### config.mk
export PLATFORM = sky130hd
export DESIGN_NAME = code_sel_seq
export DESIGN_NICKNAME = d
export VERILOG_FILES = /design/src/rtl/code_sel_seq.sv
export SDC_FILE = /design/constraint.sdc
export NUM_CORES = 1
export LEC_CHECK = 0
export CAP_MARGIN = 10
export CORE_UTILIZATION = 44
export DETAILED_ROUTE_END_ITERATION = 10
export GPL_ROUTABILITY_DRIVEN = 0
export GPL_TIMING_DRIVEN = 1
export HOLD_SLACK_MARGIN = 0.05
export PLACE_DENSITY = 0.81
export SYNTH_ARGS = -nofsm -noshare
export SYNTH_HDL_FRONTEND = slang
export SYNTH_SLANG_ARGS = --single-unit
### constraint.sdc
create_clock -name i_clk -period 2.6 [get_ports i_clk]
set_clock_uncertainty 0.05 [all_clocks]
set_input_delay 0.52 -clock i_clk [delete_from_list [all_inputs] [get_ports i_clk]]
set_output_delay 0.52 -clock i_clk [all_outputs]
set_load 0.02 [all_outputs]
### src/rtl/code_sel_seq.sv
// code_sel_seq: registered N-way code selector with a direct (host-selected,
// load-strobed) capture mode and an auto-scan (round-robin, fixed dwell) mode.
// The captured code sits in a valid/ready output register.
// Optional feature: define CODE_SEL_PARITY_EN to add o_parity, the XOR-reduce
// of the captured code, registered alongside o_code.
module code_sel_seq #(
    parameter int N_CODES = 4,
    parameter int CODE_W  = 8,
    parameter int SEL_W   = 2,
    parameter int DWELL   = 4
) (
    input  logic                      i_clk,
    input  logic                      i_rst_n,
    input  logic                      i_en,
    input  logic                      i_mode,
    input  logic [N_CODES*CODE_W-1:0] i_codes,
    input  logic [SEL_W-1:0]          i_sel_code,
    input  logic                      i_load,
    input  logic                      i_ready,
    output logic [CODE_W-1:0]         o_code,
    output logic                      o_valid,
    output logic [SEL_W-1:0]          o_sel_cur,
    output logic                      o_err,
`ifdef CODE_SEL_PARITY_EN
    output logic                      o_parity,
`endif
    output logic                      o_drop
);

    localparam logic [1:0] IDLE   = 2'd0;
    localparam logic [1:0] DIRECT = 2'd1;
    localparam logic [1:0] SCAN   = 2'd2;

    localparam int              CNT_W    = (DWELL > 1) ? $clog2(DWELL) : 1;
    localparam logic [CNT_W-1:0] CNT_LAST = CNT_W'(DWELL - 1);
    localparam logic [SEL_W-1:0] PTR_LAST = SEL_W'(N_CODES - 1);

    logic [1:0]        state_q, state_cur;
    logic              state_chg, scan_entry;
    logic [CNT_W-1:0]  cnt_q, cnt_d, cnt_eff;
    logic [SEL_W-1:0]  ptr_q, ptr_d, ptr_eff;
    logic [CODE_W-1:0] code_q, code_d;
    logic              valid_q, valid_d;
    logic [SEL_W-1:0]  sel_q, sel_d;
    logic              err_q, err_d;
    logic              drop_q, drop_d;
    logic              slot_free;
    logic              sel_oob;
    logic [CODE_W-1:0] sel_code, scan_code;
    logic              dir_cap, scan_last, scan_cap, cap;

    // Operating state follows the enables in the current cycle; state_q only
    // remembers last cycle's state so transitions can be detected.
    always_comb begin
        if (!i_en)       state_cur = IDLE;
        else if (i_mode) state_cur = SCAN;
        else             state_cur = DIRECT;
    end

    assign state_chg  = (state_cur != state_q);
    assign scan_entry = state_chg && (state_cur == SCAN);
    // On a transition the counter (and, on scan entry, the pointer) act as
    // already cleared, so the first scan cycle counts as dwell slot 0.
    assign cnt_eff    = state_chg ? '0 : cnt_q;
    assign ptr_eff    = scan_entry ? '0 : ptr_q;
    assign slot_free  = !valid_q || i_ready;
    assign sel_oob    = int'(i_sel_code) >= N_CODES;

    // Channel muxes written as loops so an out-of-range select never indexes
    // past the packed input vector.
    always_comb begin
        sel_code  = '0;
        scan_code = '0;
        for (int k = 0; k < N_CODES; k++) begin
            if (i_sel_code == SEL_W'(k)) sel_code  = i_codes[k*CODE_W +: CODE_W];
            if (ptr_eff == SEL_W'(k))    scan_code = i_codes[k*CODE_W +: CODE_W];
        end
    end

    assign dir_cap   = (state_cur == DIRECT) && i_load && slot_free;
    assign scan_last = (state_cur == SCAN) && (cnt_eff == CNT_LAST);
    assign scan_cap  = scan_last && slot_free;
    assign cap       = dir_cap || scan_cap;

    // Dwell counter and scan pointer next state; a blocked capture stalls both.
    always_comb begin
        cnt_d = cnt_eff;
        ptr_d = ptr_q;
        if (state_cur == SCAN) begin
            ptr_d = ptr_eff;
            if (scan_last) begin
                if (slot_free) begin
                    cnt_d = '0;
                    ptr_d = (ptr_eff == PTR_LAST) ? '0 : ptr_eff + SEL_W'(1);
                end else begin
                    cnt_d = CNT_LAST;
                end
            end else begin
                cnt_d = cnt_eff + CNT_W'(1);
            end
        end
    end

    // Output register next state: capture wins over consumption.
    always_comb begin
        code_d  = code_q;
        sel_d   = sel_q;
        err_d   = err_q;
        valid_d = valid_q;
        if (valid_q && i_ready) valid_d = 1'b0;
        if (dir_cap) begin
            code_d  = sel_oob ? '0 : sel_code;
            sel_d   = i_sel_code;
            err_d   = sel_oob;
            valid_d = 1'b1;
        end else if (scan_cap) begin
            code_d  = scan_code;
            sel_d   = ptr_eff;
            err_d   = 1'b0;
            valid_d = 1'b1;
        end
        drop_d = (state_cur == DIRECT) && i_load && !slot_free;
    end

    // State, counters and output registers.
    always_ff @(posedge i_clk or negedge i_rst_n) begin
        if (!i_rst_n) begin
            state_q <= IDLE;
            cnt_q   <= '0;
            ptr_q   <= '0;
            code_q  <= '0;
            valid_q <= 1'b0;
            sel_q   <= '0;
            err_q   <= 1'b0;
            drop_q  <= 1'b0;
        end else begin
            state_q <= state_cur;
            cnt_q   <= cnt_d;
            ptr_q   <= ptr_d;
            code_q  <= code_d;
            valid_q <= valid_d;
            sel_q   <= sel_d;
            err_q   <= err_d;
            drop_q  <= drop_d;
        end
    end

`ifdef CODE_SEL_PARITY_EN
    logic parity_q;

    // Parity is captured together with the code so it follows the same hold rules.
    always_ff @(posedge i_clk or negedge i_rst_n) begin
        if (!i_rst_n) parity_q <= 1'b0;
        else if (cap) parity_q <= ^code_d;
    end

    assign o_parity = parity_q;
`endif

    assign o_code    = code_q;
    assign o_valid   = valid_q;
    assign o_sel_cur = sel_q;
    assign o_err     = err_q;
    assign o_drop    = drop_q;

endmodule

# Word level (Yosys, flattened, before mapping)
# Index checks and enable logic that the tools add are counted.
[op_classes] reduce_logical=14 muxes=27 order_cmp=0 n_eq_ne=10 n_shift=0 n_div=0 bitwise=0 n_addsub=2 n_mul=0
[ops] op="two-way mux 8 bit" count=10
[ops] op="two-way mux 2 bit" count=12
[ops] op="equality test 2 bit (second input constant)" count=6
[ops] op="logical AND 1 bit" count=7
[ops] op="equality test 2 x 1 -> 1 bit (second input constant)" count=3
[ops] op="two-way mux 1 bit" count=5
[ops] op="adder 2 x 1 -> 2 bit (second input constant)" count=2
[ops] op="logical NOT 2 bit" count=2
[ops] op="nonzero test 3 bit" count=1
[ops] op="logical NOT 1 bit" count=2
[ops] op="inequality test 2 bit" count=1
[ops] op="nonzero test 2 bit" count=1
[ops] op="logical OR 1 bit" count=1
[word_totals] ramBits=0 memories=0 register_bits=19 out_inout_bits=13 romBits=0 inputBits=40 elab_cells=61 latchBits=0

# Depth between registers and ports, before layout
[depth] word_depth=12 mapped_depth=9 mapped_depth_nobuf=8

# Worst setup path after synthesis
# No wires, ideal clock.
[synth_path] kind="input-to-reg" startpoint="in i_mode" endpoint="reg sel_q[1], in the netlist o_sel_cur[1]" path_stages=9 setup_ps=135 required_ps=2415 path_slack_ps=355 n_path_buf=1 arrival_ps=2060 cell_sequence="or3b_1 a31oi_1 and2_1 ha_1 mux2_1 nand3_2 buf_6 a32oi_1 o21ai_1"
[synth_via] elab_chain_len=8 word_cells_on_any_way=16 classes_between="4 x eq/ne; 6 x mux; 6 x reduce/logical"
[synth_lines] item="from (decl)" line_no="15" source="input logic i_mode,"
[synth_lines] item="two-way mux 2 bit *" line_no="56" source="else if (i_mode) state_cur = SCAN;"
[synth_lines] item="two-way mux 2 bit *" line_no="55" source="if (!i_en) state_cur = IDLE;"
[synth_lines] item="inequality test 2 bit" line_no="60" source="assign state_chg = (state_cur != state_q);"
[synth_lines] item="two-way mux 2 bit" line_no="64" source="assign cnt_eff = state_chg ? '0 : cnt_q;"
[synth_lines] item="equality test 2 bit" line_no="81" source="assign scan_last = (state_cur == SCAN) && (cnt_eff == CNT_LAST);"
[synth_lines] item="logical AND 1 bit" line_no="81"
[synth_lines] item="logical AND 1 bit" line_no="82" source="assign scan_cap = scan_last && slot_free;"
[synth_lines] item="nonzero test 2 bit (no line)"
[synth_lines] item="to (signal assigned)" line_no="142" source="sel_q <= sel_d;"
[synth_lines] item="to (decl)" line_no="44" source="logic [SEL_W-1:0] sel_q, sel_d;"
# Every way passes the cells marked *; elsewhere a longest branch is shown, timed or not. The select of a mux whose other input is x is not followed.
# A chain may end at the register's enable or synchronous reset.

# Final worst setup path
[layout_path] startpoint="in i_mode" endpoint="reg sel_q[0], in the netlist o_sel_cur[0]"
# The elaborated chain is that of the path after synthesis.

==> impl_metrics.py <==
metrics = {
    "timing": {
        "hold_slack_ns": 0.471,
        "timing.final.crit_share": 0.952,
        "worst_slew_pin_slew_ns": 0.802,
        "min_period_ns": 2.47,
        "fmax_ghz": 0.404,
        "hold_viol_final": 0,
        "slew-limit-headroom": 0.464,
        "maxSlewViolCount": 0,
        "setup_viol": 0,
    },
    "final_layout": {
        "fillCellCount": 215,
        "antenna_cells": 0,
        "nets": 248,
        "drive_gt1_frac": 0.144,
        "syn_to_final_growth_pct": 47.6,
        "multi_input_area_um2": 843,
        "seq_area_um2": 450,
    },
    "synthesis": {
        "synth-compound-area-share": 0.209,
        "synth_adder_area_share": 0.0462,
        "synth_top_area_frac": 0.333,
        "synth_edf_count": 0,
        "yosysTopAreaCell": "dfrtp_1",
        "avgSynthCellArea_um2": 9.47,
        "synth.distinct_cells": 37,
        "ys_seq_area_frac": 0.333,
        "synth_top_family_by_area": "compound AO/OA/AOI/OAI gates",
        "yosys_most_used_dff": "dfrtp_1",
        "ys_ff_latch": 18,
        "synthArstFlopShare": 1.00,
        "yosys_warnings": 0,
        "synth_fp_nets": 188,
        "yosys.area_share.xor_xnor": 0.00647,
        "synthSimpleGateAreaFrac": 0.200,
        "synthTopCellsByArea": "dfrtp_1, mux4_2, o211ai_1",
        "synthesis.area_um2": 1350,
        "syn_inst": 143,
        "synth_mux_area_frac": 0.149,
    },
    "routing": {
        "wl_per_cell_um": 17.2,
        "drt_first_pass_iters": 7,
        "finalWirelength_um": 3990,
        "drc": 3,
        "first_iter_violations": 51,
        "vias_per_cell": 6.05,
        "vias": 1404,
        "ant_nets": 0,
    },
    "power_and_ir_drop": {
        "pwr-share-clk": 0.173,
        "switching_share": 0.320,
        "switchingPower_mw": 0.256,
        "power.internal_mw": 0.545,
        "p_seq_frac": 0.433,
        "power_mw": 0.802,
        "power.density_nw_per_um2": 401,
        "combPwrFrac": 0.394,
        "vdd_drop_max_mv": 0.154,
        "leakage_nw": 0.813,
    },
    "critical_path": {
        "cpMaxStageDelayCell": "clkdlybuf4s50_1",
        "rrSetupSlack_ns": 0.35,
        "cp_cell_sequence": "clkdlybuf4s50_1 -> or3b_1 -> a31oi_2 -> and2_1 -> ha_1 -> mux2_1 -> nand3_4 -> a32oi_1 -> o21ai_0",
        "start_kind": "primary input",
        "worst-path-buf-inv": 1,
        "setup.worst_path.class": "in -> reg",
        "cp_top_family": "simple AND/OR/NAND/NOR gates",
        "reg2reg_from": "state_q[0]",
        "crit_fanout": 11,
        "reg2reg_depth": 8,
        "required_ns": 2.73,
        "end_kind": "flop",
        "slowest_delay_ns": 0.43,
        "reg2reg_to": "o_sel_cur[0]",
        "critPathArrivalTime_ns": 2.60,
    },
    "floorplan": {
        "dieArea_um2": 3300,
        "core_um2": 2830,
        "pin_count": 53,
        "fp.dieH_um": 57.5,
        "start_util": 0.479,
        "rows": 19,
        "die_x_um": 57.5,
    },
    "grt": {
        "grt_start_max_net_pins": 19,
        "antenna_found_initial": 0,
        "grt_usage": 0.249,
        "grt_pass1_wl_um": 6420,
        "grt_overflow_total": 0,
        "grt_pass1_vias": 1411,
    },
    "min_path": {
        "hold_start": "cnt_q[1]",
        "whs_path_depth": 2,
        "hold-path-endpoint": "cnt_q[1]",
        "min_path_type": "reg -> reg",
    },
    "clocking": {
        "clock-sinks": 18,
        "clock_latency_ns": 0.29,
        "cts_setup_buffers": 0,
        "cts_buffers": 3,
        "cts-root-buf": "clkbuf_4",
        "cts_tree": "yes",
        "clkTransAtPathRegs_ns": 0.11,
        "htree_levels": 1,
        "cts_buffer_depth": 2,
    },
    "outcome": {
        "status": "complete, but fails checks",
        "violations": "DRC",
    },
    "placed_design": {
        "io_buffers": 51,
        "place_hpwl_um": 3160,
    },
    "flow_run": {
        "drv_cap": 0,
    },
}
## cell usage after synthesis, drive strengths merged, types with 3 or more instances
cell type / number
nand2: 26
dfrtp: 18
o211ai: 14
nand3: 11
o21ai: 9
mux4: 8
o221ai: 7
buf: 5
ha: 5
inv: 5
and2: 4
clkbuf: 4
nand3b: 3
## cells in the final DEF (no fill, tap or decap)
cell,synthesis,routed
o21ai_1,1,1
xor2_1,1,1
or3b_2,1,1
mux2_1,1,1
buf_12,0,1
nand4_1,1,1
nor2_1,2,2
o21ai_2,1,1
clkbuf_4,0,3
or3b_1,1,1
ha_1,5,5
a31oi_2,0,1
o221ai_1,7,7
nand3_4,0,1
o21ai_0,7,7
inv_1,5,5
o211ai_1,14,14
conb_1,1,1
nor2b_1,2,2
mux4_2,8,8
and2_1,4,4
dfrtp_1,18,18
a21boi_0,1,1
nand3b_1,3,3
clkinv_1,1,1
a32oi_1,2,2
a21oi_1,2,2
clkdlybuf4s50_1,0,51
o22ai_1,1,1
o21ba_2,1,1
a311o_1,1,1
nor4b_1,1,1
nand2b_1,2,2
buf_4,2,12
nand3_1,10,10
mux2i_1,1,1
nand2_1,26,26
## how the worst max path moves through the flow
stage / from / cells after the start / slack (ns) / endpoint
after global placement: i_mode / 9 / -0.07 / o_sel_cur[0]
after global routing: i_mode / 9 / -0.02 / o_sel_cur[0]
final: i_mode / 9 / 0.13 / o_sel_cur[0]
after detailed placement: i_mode / 9 / -0.23 / o_sel_cur[0]
after floorplan: i_mode / 9 / 0.36 / o_sel_cur[1]
after CTS: i_mode / 9 / 0.07 / o_sel_cur[0]
## flip-flops by register name (all words and copies together), names as in the netlist
signal     count
cnt_q          2
o_code         8
ptr_q          2
o_sel_cur      2
o_valid        1
state_q        2
o_drop         1
## metal layers
metal | track usage | vias up | wire (um)
met4 | 0.105 | 0 | 58
met1 | 0.328 | 678 | 1650
met2 | 0.415 | 63 | 2070
met5 | 0 | - | 0
met3 | 0.0272 | 8 | 205
li1 | - | 655 | -
## final cells by class
class / instances / share of cell area
Clock buffer: 3 / 0.0113
Tap cell: 31 / 0.0194
Inverter: 6 / 0.0113
Multi-Input combinational cell: 110 / 0.422
Timing Repair Buffer: 64 / 0.311
Sequential cell: 18 / 0.225
## repair_timing
| action | in CTS | in global routing |
|---|---|---|
| setup endpoints to repair | 0 | 6 |
| resized for setup | 0 | 2 |
| hold buffers | 0 | 0 |
## power groups by stage
stage	sequential [mW]	combinational [mW]	clock, mW
after CTS	0.346	0.312	0.138
final	0.347	0.316	0.139
after floorplan	0.386	0.103	0
after detailed placement	0.352	0.312	0
after global placement	0.349	0.301	0
after global routing	0.351	0.337	0.149
## through the flow
stage | instance area (um2) | setup TNS (ns) | setup slack (ns) | util | instances
global route | 2000 | -0.0171 | -0.0171 | 0.706 | 232
finish | 2000 | 0 | 0.126 | 0.706 | 232
detailed placement | 1960 | -2.01 | -0.232 | 0.693 | 229
CTS | 1980 | 0 | 0.0708 | 0.701 | 232
global placement | 1960 | -0.141 | -0.0711 | 0.693 | 229
floorplan | 1350 | 0 | 0.355 | - | 143
## worst min-delay path, cell delays in order (launching register included)
cell,delay (ns)
dfrtp_1,0.36
nand3_1,0.06
o21ai_0,0.06
## logic make-up (layout without fill, tap and decap cells)
family	after synthesis	after routing
other	1	1
muxes	10	10
xor gates and xnor gates	1	1
buffers and inverters	15	73
and+or+nand+nor	54	54
AOI/OAI and AO/OA	39	39
adders and majority gates	5	5
DFF	18	18
(Power assumes the default switching activity.)
